==> config.mk <==
export PLATFORM = sky130hd
export DESIGN_NAME = irq_ctrl
export DESIGN_NICKNAME = d
export VERILOG_FILES = /design/src/rtl/irq_ctrl.sv
export SDC_FILE = /design/constraint.sdc
export NUM_CORES = 1
export LEC_CHECK = 0
export BUFFER_PORTS_ARGS = -buffer_cell sky130_fd_sc_hd__buf_2
export CAP_MARGIN = 20
export CORE_MARGIN = 1.5
export CORE_UTILIZATION = 35
export CTS_CLUSTER_DIAMETER = 200
export DETAILED_ROUTE_END_ITERATION = 8
export PLACE_DENSITY = 0.67
export RECOVER_POWER = 25
export SETUP_SLACK_MARGIN = 0.5
export SYNTH_ARGS = -nofsm -noshare
export SYNTH_HDL_FRONTEND = slang
export SYNTH_SLANG_ARGS = --single-unit
==> constraint.sdc <==
create_clock -name clk -period 1.67 [get_ports clk]
set_clock_uncertainty 0.2 [all_clocks]
set_input_delay 0.2505 -clock clk [delete_from_list [all_inputs] [get_ports clk]]
set_output_delay 0.2505 -clock clk [all_outputs]
set_load 0.005 [all_outputs]
==> src/rtl/irq_ctrl.sv <==
// Machine-mode external interrupt controller: synchronises peripheral level requests,
// latches rising edges as pending and sequences take / handler / WFI sleep for the CSR unit.
module irq_ctrl #(
   parameter int NUM_SRC     = 4,
   parameter int SYNC_STAGES = 2,
   parameter int CNT_W       = 16,
   localparam int ID_W       = $clog2(NUM_SRC)
) (
   input  logic               clk,
   input  logic               rst,
   input  logic [NUM_SRC-1:0] irq_src_i,
   input  logic               mstatus_mie_i,
   input  logic               mie_meie_i,
   input  logic               wfi_i,
   input  logic               mret_i,
   input  logic               pipe_stall_i,
   output logic               interrupt_o,
   output logic [ID_W-1:0]    irq_id_o,
   output logic               sleep_o,
   output logic               in_handler_o,
   output logic [NUM_SRC-1:0] pending_o,
   output logic [CNT_W-1:0]   irq_count_o
);

   typedef enum logic [1:0] {
      ST_RUN,
      ST_SLEEP,
      ST_TAKE,
      ST_HANDLER
   } state_e;

   logic [NUM_SRC-1:0] sync_q [SYNC_STAGES];
   logic [NUM_SRC-1:0] synced_d_q;
   logic [NUM_SRC-1:0] rise;
   logic [NUM_SRC-1:0] pending_q;
   logic [NUM_SRC-1:0] clr_mask;
   logic [ID_W-1:0]    sel;
   logic [ID_W-1:0]    take_id_q;
   logic [CNT_W-1:0]   count_q;
   logic               any_pend;
   logic               take;
   state_e             state_q;
   state_e             state_n;

   // NOTE: sequential state uses non-blocking assignments so every flop samples
   // pre-edge values regardless of the order the always_ff blocks are evaluated in.
   // NOTE: the synchroniser array is reset like ordinary flops; a stale 1 left in
   // the chain after reset would otherwise fabricate an edge.
   always_ff @(posedge clk or negedge rst) begin
      if (!rst) begin
         for (int s = 0; s < SYNC_STAGES; s++) sync_q[s] <= '0;
         synced_d_q <= '0;
      end else begin
         sync_q[0] <= irq_src_i;
         for (int s = 1; s < SYNC_STAGES; s++) sync_q[s] <= sync_q[s-1];
         synced_d_q <= sync_q[SYNC_STAGES-1];
      end
   end

   assign rise     = sync_q[SYNC_STAGES-1] & ~synced_d_q;
   assign any_pend = |pending_q;

   // NOTE: sel gets its default before the loop so no path leaves it unassigned,
   // which would otherwise infer a latch.
   always_comb begin
      sel = '0;
      for (int i = NUM_SRC-1; i >= 0; i--) begin
         if (pending_q[i]) sel = ID_W'(i);
      end
   end

   always_comb begin
      state_n = state_q;
      take    = 1'b0;
      unique case (state_q)
         ST_RUN: begin
            if (any_pend && mstatus_mie_i && mie_meie_i && !pipe_stall_i) begin
               state_n = ST_TAKE;
               take    = 1'b1;
            end else if (wfi_i) begin
               state_n = ST_SLEEP;
            end
         end
         ST_SLEEP: begin
            // Wake ignores the global enable; it only decides take versus plain run.
            if (any_pend && mie_meie_i) begin
               if (mstatus_mie_i) begin
                  state_n = ST_TAKE;
                  take    = 1'b1;
               end else begin
                  state_n = ST_RUN;
               end
            end
         end
         ST_TAKE:    state_n = ST_HANDLER;
         ST_HANDLER: if (mret_i) state_n = ST_RUN;
         default:    state_n = ST_RUN;
      endcase
   end

   assign clr_mask = take ? (NUM_SRC'(1) << sel) : '0;

   always_ff @(posedge clk or negedge rst) begin
      if (!rst) begin
         state_q   <= ST_RUN;
         pending_q <= '0;
         take_id_q <= '0;
         count_q   <= '0;
      end else begin
         state_q   <= state_n;
         // A new edge on the bit being taken survives the clear.
         pending_q <= (pending_q & ~clr_mask) | rise;
         if (take) take_id_q <= sel;
         if (state_q == ST_TAKE && count_q != {CNT_W{1'b1}}) count_q <= count_q + CNT_W'(1);
      end
   end

   always_ff @(posedge clk or negedge rst) begin
      if (!rst) begin
         interrupt_o  <= 1'b0;
         sleep_o      <= 1'b0;
         in_handler_o <= 1'b0;
         irq_id_o     <= '0;
      end else begin
         interrupt_o  <= (state_q == ST_TAKE);
         sleep_o      <= (state_q == ST_SLEEP);
         in_handler_o <= (state_q == ST_HANDLER);
         irq_id_o     <= take_id_q;
      end
   end

   assign pending_o   = pending_q;
   assign irq_count_o = count_q;

endmodule

==> key figures, run 1 <==
Outcome
  • Status: finished clean

Die
  • Placement row count: 25
  • Num ports: 36
  • Initial Util: 35.9%
  • Area of the die: 5240 um2
  • Die height: 72.4 um
  • Core box area: 4690 um2
  • Die width: 72.4 um

Timing
  • Final hold vios: 0
  • Slew margin rel.: 64.6%
  • Worst-Margin Slew: 531 ps
  • Setup Viol. Count Final: 0
  • Minimum clock period: 1630 ps
  • Fmax: 0.615 GHz
  • RSZ-0062 raised after global routing: true
  • Fin worst setup slack: 43.1 ps
  • Final worst path period share: 97.4%
  • Slew Limit Fails: 0

Cells and area
  • Area grow syn2layout: 68.6%
  • Nets: 243
  • Commonest cells after routing, fill and taps aside: buf_6 (47), dfrtp_1 (37), buf_4 (24)
  • FF+latch area: 1030 um2
  • Most common cell after layout, fill and taps aside: buf_6
  • Layout cell share with drive strength beyond 1: 56.5%
  • Area of the multi-input gates: 739 um2
  • Design area: 2840 um2
  • Fill cell count: 367
  • Antenna cells: 0
  • Core Util, Final: 60.6%

Yosys
  • Seq/Total Area, Yosys: 60.9%
  • Net Count, Synth: 144
  • Synth Instances: 132
  • Post-synth EDFFs: 0
  • Yosys warns: 0
  • Unique masters post-synth: 39
  • Share of the synthesized area in the top cell type: 60.9%
  • Synthesized area: 1690 um2
  • Synth Register Bits: 41
  • Area contributors post-synth: dfrtp_1 (61%), xor2_1 (3.1%), nand4_1 (2.6%)
  • Syn_area_per_cell: 12.8 um2
  • Asr flop ratio synth: 100%
  • Top_reg_cell synth: dfrtp_1
  • Area leader, netlist: dfrtp_1

Drt
  • Final antenna-violating net count: 0
  • Initial DRC count: 45
  • DRC violations left: 0
  • Drt first pass iters: 4
  • Final Routed Wirelength: 4240 um
  • Via count: 1446
  • DR WL/cell: 14.8 um
  • Drt via density: 5.06

CTS
  • CTS buffer count: 5
  • Worst-Skew Late Latency: 290 ps
  • CTS tree: done
  • Clock root cell: clkbuf_8
  • TritonCTS sink count: 41
  • H-Tree Level Count: 2
  • Max Buffers Root-to-Sink: 2
  • Worst-path clk slew: 80 ps

Worst setup path
  • CP Data Required Time: 1650 ps
  • Worst path slowest cell: dfrtp_1
  • Buf+Inv Stages, Crit Path: 0
  • Critical Path Max Stage Delay: 390 ps
  • Critical path class: flop to flop
  • CP Max Fanout: 4
  • CP Launch Type: flop
  • CP top delay family: simple AND/OR/NAND/NOR gates
  • CP cell instances: and3_4, nand4_4, nor3_2, mux2_4
  • Reg2reg start: irq_count_o[8]$_DFFE_PN0P_
  • Reg-to-reg slack, setup: 40 ps
  • Worst-case reg-to-reg path depth: 4
  • Worst setup EP type: flop
  • Levels on crit path: 4
  • Crit path launch: irq_count_o[8]$_DFFE_PN0P_
  • Critical Path AT: 1600 ps

Place
  • Pre-CTS setup slack: -4.37 ps
  • Port bufs: 35
  • Area after DPL: 2170 um2
  • Routability Congestion: 0.783
  • Post-DP HPWL: 2530 um

Global route
  • Initial antenna violation count: 0
  • All-Layer GR Usage: 17.1%
  • Largest net degree at the start of global routing: 42
  • Vias in the first global route: 1519
  • Gr ovfl total: 0
  • Global-route wire length before repair: 6870 um

Power and ir drop
  • Peak VDD IR: 0.860 mV
  • P_leak: 1.41 nW
  • Cell Pwr Density: 1110 nW/um2
  • Total power: 3.16 mW

Hold path
  • Worst hold-check path type: primary input to flop
  • Hold Path Depth: 3
  • Hold_sp: mret_i

Flow run
  • Max Cap Viol: 0
## cell usage after synthesis (2+ instances only)
cell and number:
a31oi_1 2, buf_6 2, inv_1 8, nand2_1 10
a21oi_1 7, nand3_1 2, nand4_1 7, and4_1 2
nor2_1 4, o21ai_0 3, a22o_1 2, o211ai_1 2
xnor2_1 4, and3_1 3, and4b_1 2, o31ai_1 2
dfrtp_1 41, mux2_1 2, xor2_1 6, a21o_1 2
## report_power, final
| group | switching (mW) | total [mW] | internal (mW) |
|---|---|---|---|
| clock network | 0.353 | 0.802 | 0.449 |
| registers | 0.141 | 1.31 | 1.17 |
| logic | 0.411 | 1.05 | 0.642 |
| total | 0.905 | 3.16 | 2.26 |
## per-stage QoR
step | cells | setup TNS, ps | hold WS, ps
2_1_floorplan | 132 | -145 | -245
3_3_place_gp | 249 | 0 | 38.3
3_5_place_dp | 249 | -4.37 | 39.1
4_1_cts | 280 | 0 | 52.8
5_1_grt | 286 | -128 | 71.3
6_report | 286 | 0 | 52.4
## layout make-up
cell class / instances / share of cell area [%]
clock inverter: 2 / 1.37
inverter: 8 / 1.06
tap: 54 / 2.38
clock buffer: 6 / 2.55
multi-input combinational: 79 / 26.0
sequential: 41 / 36.3
timing repair buffer: 96 / 30.3
## metal layers
| metal | track usage (%) | vias up | routed length, um |
|---|---|---|---|
| met2 | 32.3 | 42 | 2320 |
| met3 | 4.03 | 5 | 189 |
| met4 | 4.61 | 0 | 31 |
| li1 | - | 672 | - |
| met1 | 19.3 | 727 | 1700 |
| met5 | 0 | - | 0 |
## worst min-delay path: cells and delay by family
kind	cells	cell delay [ps]
simple gates	1	60
buf+inv	1	110
compound gates	1	100
## flip-flops by register name, summed over array words and instances (netlist names)
name and flops:
take_id_q 2, in_handler_o 1, sleep_o 1, pending_o 4, sync_q 8, synced_d_q 4, irq_count_o 16, irq_id_o 2
interrupt_o 1, state_q 2
## repair_timing
action | in CTS | in global routing
setup buffers | 18 | 6
resized for setup | 61 | 18
pin swaps | 27 | 16
endpoints found under the setup margin | 49 | 49
hold buffers | 5 | 0
endpoints found under the hold margin | 45 | 0
## final timing paths
kind | to
worst min register to register | sync_q[0]$_DFF_PN0_
worst max register to register | irq_count_o[15]$_DFFE_PN0P_
worst max-delay path | irq_count_o[15]$_DFFE_PN0P_
worst min-delay path | state_q[1]$_DFFE_PN0P_
min in group asynchronous | irq_count_o[10]$_DFFE_PN0P_
max in group asynchronous | irq_count_o[0]$_DFFE_PN0P_
## cell families after synthesis
| group | after synthesis | share of synthesized area (%) |
|---|---|---|
| multiplexers | 3 | 2.23 |
| XOR/XNOR | 10 | 5.20 |
| AO/OA/AOI/OAI | 28 | 13.1 |
| adder cells (fa/ha/maj) | 1 | 0.742 |
| AND/OR/NAND/NOR | 37 | 14.0 |
| flip-flops | 41 | 60.9 |
| buffers and inverters | 12 | 3.86 |
Power figures use the tool's default switching activity.
==> run 2, diff against run 1 <==
--- a/config.mk
+++ b/config.mk
@@ -9,6 +9,7 @@
 export CAP_MARGIN = 20
 export CORE_MARGIN = 1.5
 export CORE_UTILIZATION = 35
+export CTS_BUF_LIST = sky130_fd_sc_hd__clkbuf_4 sky130_fd_sc_hd__clkbuf_8
 export CTS_CLUSTER_DIAMETER = 200
 export DETAILED_ROUTE_END_ITERATION = 8
 export PLACE_DENSITY = 0.67
==> run 2 against run 1 <==
Global-route usage barely moved. Power rose by 0.54%. Clock power rose by 2%. Sequential share of layout area barely moved. Cell count did not move. Sequential cell count did not move. Clock-buffer cell count did not move. Critical endpoint unchanged. Largest power group unchanged.
==> key figures, run 2 (synthesized netlist as in run 1, its figures left out) <==
Outcome
  • Status: finished clean

Flow run
  • Max Cap Viol: 0

Cells and area
  • Number of flip-flops in the largest register: 16
  • Fill cell count: 365
  • Most common cell after layout, fill and taps aside: buf_6
  • Layout cell share with drive strength beyond 1: 56.9%
  • Nets: 243
  • Post-route insts no fill: 286
  • Commonest cells after routing, fill and taps aside: buf_6 (47), dfrtp_1 (37), buf_4 (24)
  • Design area: 2850 um2
  • Antenna cells: 0
  • Area grow syn2layout: 68.8%
  • Core Util, Final: 60.6%

Worst setup path
  • Critical Path AT: 1600 ps
  • CP Launch Type: flop
  • Worst setup EP type: flop
  • CP Max Fanout: 4
  • CP Data Required Time: 1650 ps
  • Critical path class: flop to flop

Global route
  • Initial antenna violation count: 0
  • Largest net degree at the start of global routing: 42
  • Gr ovfl total: 0
  • Vias in the first global route: 1516
  • Global-route wire length before repair: 6880 um
  • All-Layer GR Usage: 17.2%

Timing
  • Setup TNS: 0 ps
  • Final hold vios: 0
  • Worst-Margin Slew: 531 ps
  • Slew Limit Fails: 0
  • RSZ-0062 raised after global routing: true
  • Setup Viol. Count Final: 0
  • Minimum clock period: 1630 ps
  • Slew margin rel.: 64.6%
  • Fmax: 0.615 GHz
  • Final worst path period share: 97.4%

Drt
  • DRC violations left: 0
  • Final Routed Wirelength: 4240 um
  • Drt via density: 5.01
  • DR WL/cell: 14.8 um
  • Initial DRC count: 51
  • Drt first pass iters: 4
  • Via count: 1433
  • Final antenna-violating net count: 0

CTS
  • CTS tree: done
  • TritonCTS sink count: 41
  • Max Buffers Root-to-Sink: 2
  • H-Tree Level Count: 2
  • Clock root cell: clkbuf_8
  • Worst-Skew Late Latency: 290 ps
  • Worst-path clk slew: 80 ps
  • CTS buffer count: 5

Power and ir drop
  • Cell Pwr Density: 1120 nW/um2
  • Internal: 2.28 mW
  • P_leak: 1.42 nW
  • Combinational Power Share: 33.0%
  • Peak VDD IR: 0.915 mV
  • Flop pwr share: 41.2%
  • P_sw: 0.907 mW
  • Total power: 3.18 mW
  • Switching share of power: 28.5%
  • Clock share of power: 25.8%

Place
  • Routability Congestion: 0.783
  • Port bufs: 35
  • Area after DPL: 2170 um2
  • Inst Count DP: 249
  • Post-DP HPWL: 2530 um

Die
  • Core box area: 4690 um2
  • Num ports: 36
  • Die height: 72.4 um
  • Die width: 72.4 um
  • Area of the die: 5240 um2
  • Initial Util: 35.9%
  • Placement row count: 25

Hold path
  • Worst hold-check path type: primary input to flop
==> run 2: path summary, 6_finish.rpt <==
check	cells after the start	slack (ps)	endpoint	from
hold / removal	3	50	state_q[1]$_DFFE_PN0P_	mret_i
setup reg to reg	4	40	irq_count_o[15]$_DFFE_PN0P_	irq_count_o[8]$_DFFE_PN0P_
max in group asynchronous	3	500	irq_count_o[0]$_DFFE_PN0P_	rst
min in group asynchronous	3	370	irq_count_o[10]$_DFFE_PN0P_	rst
hold reg to reg	0	150	sync_q[0]$_DFF_PN0_	sync_q[4]$_DFF_PN0_
setup / recovery	4	40	irq_count_o[15]$_DFFE_PN0P_	irq_count_o[8]$_DFFE_PN0P_
==> run 2: layout make-up <==
type	count	area (um2)	area share, %
multi-input combinational	79	739	26.0
tap	54	67.6	2.37
clock inverter	2	38.8	1.36
inverter	8	30.0	1.06
timing repair buffer	96	862	30.3
clock buffer	6	76.3	2.68
sequential	41	1030	36.2
==> run 2: routing by layer <==
metal / track usage [%] / wire, um / up-vias
li1: - / - / 671
met1: 19.5 / 1690 / 717
met2: 32.2 / 2310 / 40
met3: 4.03 / 202 / 5
met4: 4.61 / 31 / 0
met5: 0 / 0 / -
==> run 2: stage by stage <==
step	hold WS [ps]	worst slack [ps]
after floorplan	-245	-127
after global placement	38.3	27.3
after detailed placement	39.1	-4.37
after CTS	53.0	48.6
after global routing	68.1	-50.3
final	54.3	43.1
==> run 2: worst max-delay path, stage by stage (launching register included) <==
cell and delay (ps):
dfrtp_1 390, and3_4 230, nand4_4 160, nor3_2 220
mux2_4 310
==> run 2: what timing repair did <==
item	CTS	global route
buffers inserted	18	6
setup endpoints to repair	49	49
pin swaps	27	13
endpoints found under the hold margin	45	0
hold buffers	5	0
gates resized for setup	61	18
==> run 2: power by group through the flow <==
stage / registers (mW) / logic (mW) / clock network [mW]
after global placement: 1.31 / 0.738 / 0
final: 1.31 / 1.05 / 0.820
after detailed placement: 1.31 / 0.743 / 0
after CTS: 1.31 / 0.966 / 0.832
after floorplan: 1.34 / 0.334 / 0
after global routing: 1.34 / 1.14 / 0.874
==> run 3, diff against run 2 <==
--- a/config.mk
+++ b/config.mk
@@ -12,7 +12,7 @@
 export CTS_BUF_LIST = sky130_fd_sc_hd__clkbuf_4 sky130_fd_sc_hd__clkbuf_8
 export CTS_CLUSTER_DIAMETER = 200
 export DETAILED_ROUTE_END_ITERATION = 8
-export PLACE_DENSITY = 0.67
+export PLACE_DENSITY = 0.65
 export RECOVER_POWER = 25
 export SETUP_SLACK_MARGIN = 0.5
 export SYNTH_ARGS = -nofsm -noshare
==> constraint.sdc (replaced) <==
create_clock -name clk -period 1.85 [get_ports clk]
set_clock_uncertainty 0.2 [all_clocks]
set_input_delay 0.2775 -clock clk [delete_from_list [all_inputs] [get_ports clk]]
set_output_delay 0.2775 -clock clk [all_outputs]
set_load 0.005 [all_outputs]
==> run 3 against run 2 <==
Die area is the same. Hold slack gained 36 ps. Setup slack gained 190 ps. Power shrank 10%. Routed wire length shrank 3.8%. Design area shrank 5.2%. Non-clock buffer count shrank 6. Global-route usage shrank 1.3 points. Critical path depth is the same. Via count shrank 1.1%. Cell count shrank 2.1%. Critical path type unchanged.
==> key figures, run 3 (synthesized netlist as in run 1, its figures left out) <==
Outcome
  • Status: finished clean

Flow run
  • Max Cap Viol: 0

Die
  • Num ports: 36
  • Placement row count: 25
  • Die width: 72.4 um
  • Die height: 72.4 um
  • Area of the die: 5240 um2
  • Core box area: 4690 um2
  • Initial Util: 35.9%

Cells and area
  • Commonest cells after routing, fill and taps aside: buf_4 (33), dfrtp_1 (31), buf_6 (29)
  • Most common cell after layout, fill and taps aside: buf_4
  • Design area: 2700 um2
  • Number of flip-flops in the largest register: 16
  • Antenna cells: 0
  • Nets: 237
  • Layout cell share with drive strength beyond 1: 56.2%
  • Area grow syn2layout: 60.1%

CTS
  • H-Tree Level Count: 2
  • TritonCTS sink count: 41
  • Worst-Skew Late Latency: 300 ps
  • Worst-path clk slew: 80 ps
  • Clock root cell: clkbuf_8
  • CTS tree: done
  • Max Buffers Root-to-Sink: 2
  • CTS buffer count: 5

Power and ir drop
  • Cell Pwr Density: 1060 nW/um2
  • Switching share of power: 28.0%
  • Combinational Power Share: 32.8%
  • Peak VDD IR: 0.589 mV
  • Clock share of power: 25.3%
  • Flop pwr share: 41.9%
  • P_sw: 0.802 mW
  • Total power: 2.86 mW
  • Internal: 2.06 mW
  • P_leak: 1.35 nW

Place
  • Area after DPL: 2030 um2
  • Post-DP HPWL: 2320 um
  • Port bufs: 35
  • Routability Congestion: 0.802

Timing
  • Slew Limit Fails: 0
  • Final hold vios: 0
  • Final worst path period share: 87.5%
  • Slew margin rel.: 54.6%
  • RSZ-0062 raised after global routing: true
  • Setup Viol. Count Final: 0
  • Fmax: 0.618 GHz
  • Worst-Margin Slew: 681 ps
  • Setup TNS: 0 ps
  • Minimum clock period: 1620 ps

Drt
  • Final antenna-violating net count: 0
  • Initial DRC count: 76
  • Final Routed Wirelength: 4080 um
  • DRC violations left: 0
  • DR WL/cell: 14.6 um
  • Drt first pass iters: 4
  • Drt via density: 5.06
  • Via count: 1417

Global route
  • Global-route wire length before repair: 6220 um
  • Vias in the first global route: 1280
  • Gr ovfl total: 0
  • Initial antenna violation count: 0
  • All-Layer GR Usage: 15.9%
  • Largest net degree at the start of global routing: 29

Worst setup path
  • Worst-case reg-to-reg path depth: 4
  • CP Max Fanout: 6
  • Critical Path AT: 1600 ps
  • CP Launch Type: flop
  • CP Data Required Time: 1830 ps
  • Worst setup EP type: flop
  • Critical path class: flop to flop

Hold path
  • Hold Path Depth: 3
  • Worst hold-check path type: primary input to flop
-- run 3: cell type report --
| class | instances | area [um2] |
|---|---|---|
| flip-flops and latches | 41 | 1040 |
| clock inverters | 2 | 35.0 |
| repair buffers | 90 | 754 |
| clock buffers | 6 | 76.3 |
| multi-input cells | 79 | 696 |
| inverters | 8 | 30.0 |
| well taps | 54 | 67.6 |
| fillers | 393 | 1990 |
-- run 3: worst max-delay path, cell delays in order (launching register included) --
cell	delay, ps
dfrtp_1	430
and4b_1	310
nand2_2	110
nor3_2	120
mux2_1	330
-- run 3: final timing paths --
check,to,slack [ps],startpoint
max reg2reg,irq_count_o[15]$_DFFE_PN0P_,230,state_q[0]$_DFFE_PN0P_
min reg2reg,sync_q[1]$_DFF_PN0_,160,sync_q[5]$_DFF_PN0_
min in group asynchronous,irq_count_o[7]$_DFFE_PN0P_,360,rst
max in group asynchronous,pending_o[3]$_DFF_PN0_,510,rst
min,state_q[1]$_DFFE_PN0P_,90,mret_i
max,irq_count_o[15]$_DFFE_PN0P_,230,state_q[0]$_DFFE_PN0P_
-- run 3: routing by layer --
metal  track usage (%)  share of wire, %
met1              19.9                42
met2              26.0                51
met3              5.56               5.8
met4              4.40               1.2
met5                 0                 0
-- run 3: stage by stage --
stage	instances	util, %	setup WS [ps]	hold slack [ps]
global route	280	57.5	131	81.5
finish	280	57.5	232	90.3
CTS	268	53.5	224	69.5
global placement	232	43.2	158	120
floorplan	132	-	53.1	-218
detailed placement	232	43.2	88.5	122
-- run 3: power by group through the flow --
stage               Clock (mW)  Combinational [mW]  Sequential, mW
global placement             0               0.551            1.21
floorplan                    0               0.302            1.21
finish                   0.724               0.937            1.20
CTS                      0.746               0.809            1.20
detailed placement           0               0.556            1.21
global route             0.788                1.03            1.22
-- run 3: timing repair --
action | 4_1_cts | 5_1_grt
resized for setup | 40 | 21
hold buffers | 5 | 0
endpoints found under the hold margin | 30 | 0
setup buffers | 23 | 12
setup endpoints to repair | 40 | 59
pin swaps | 13 | 17
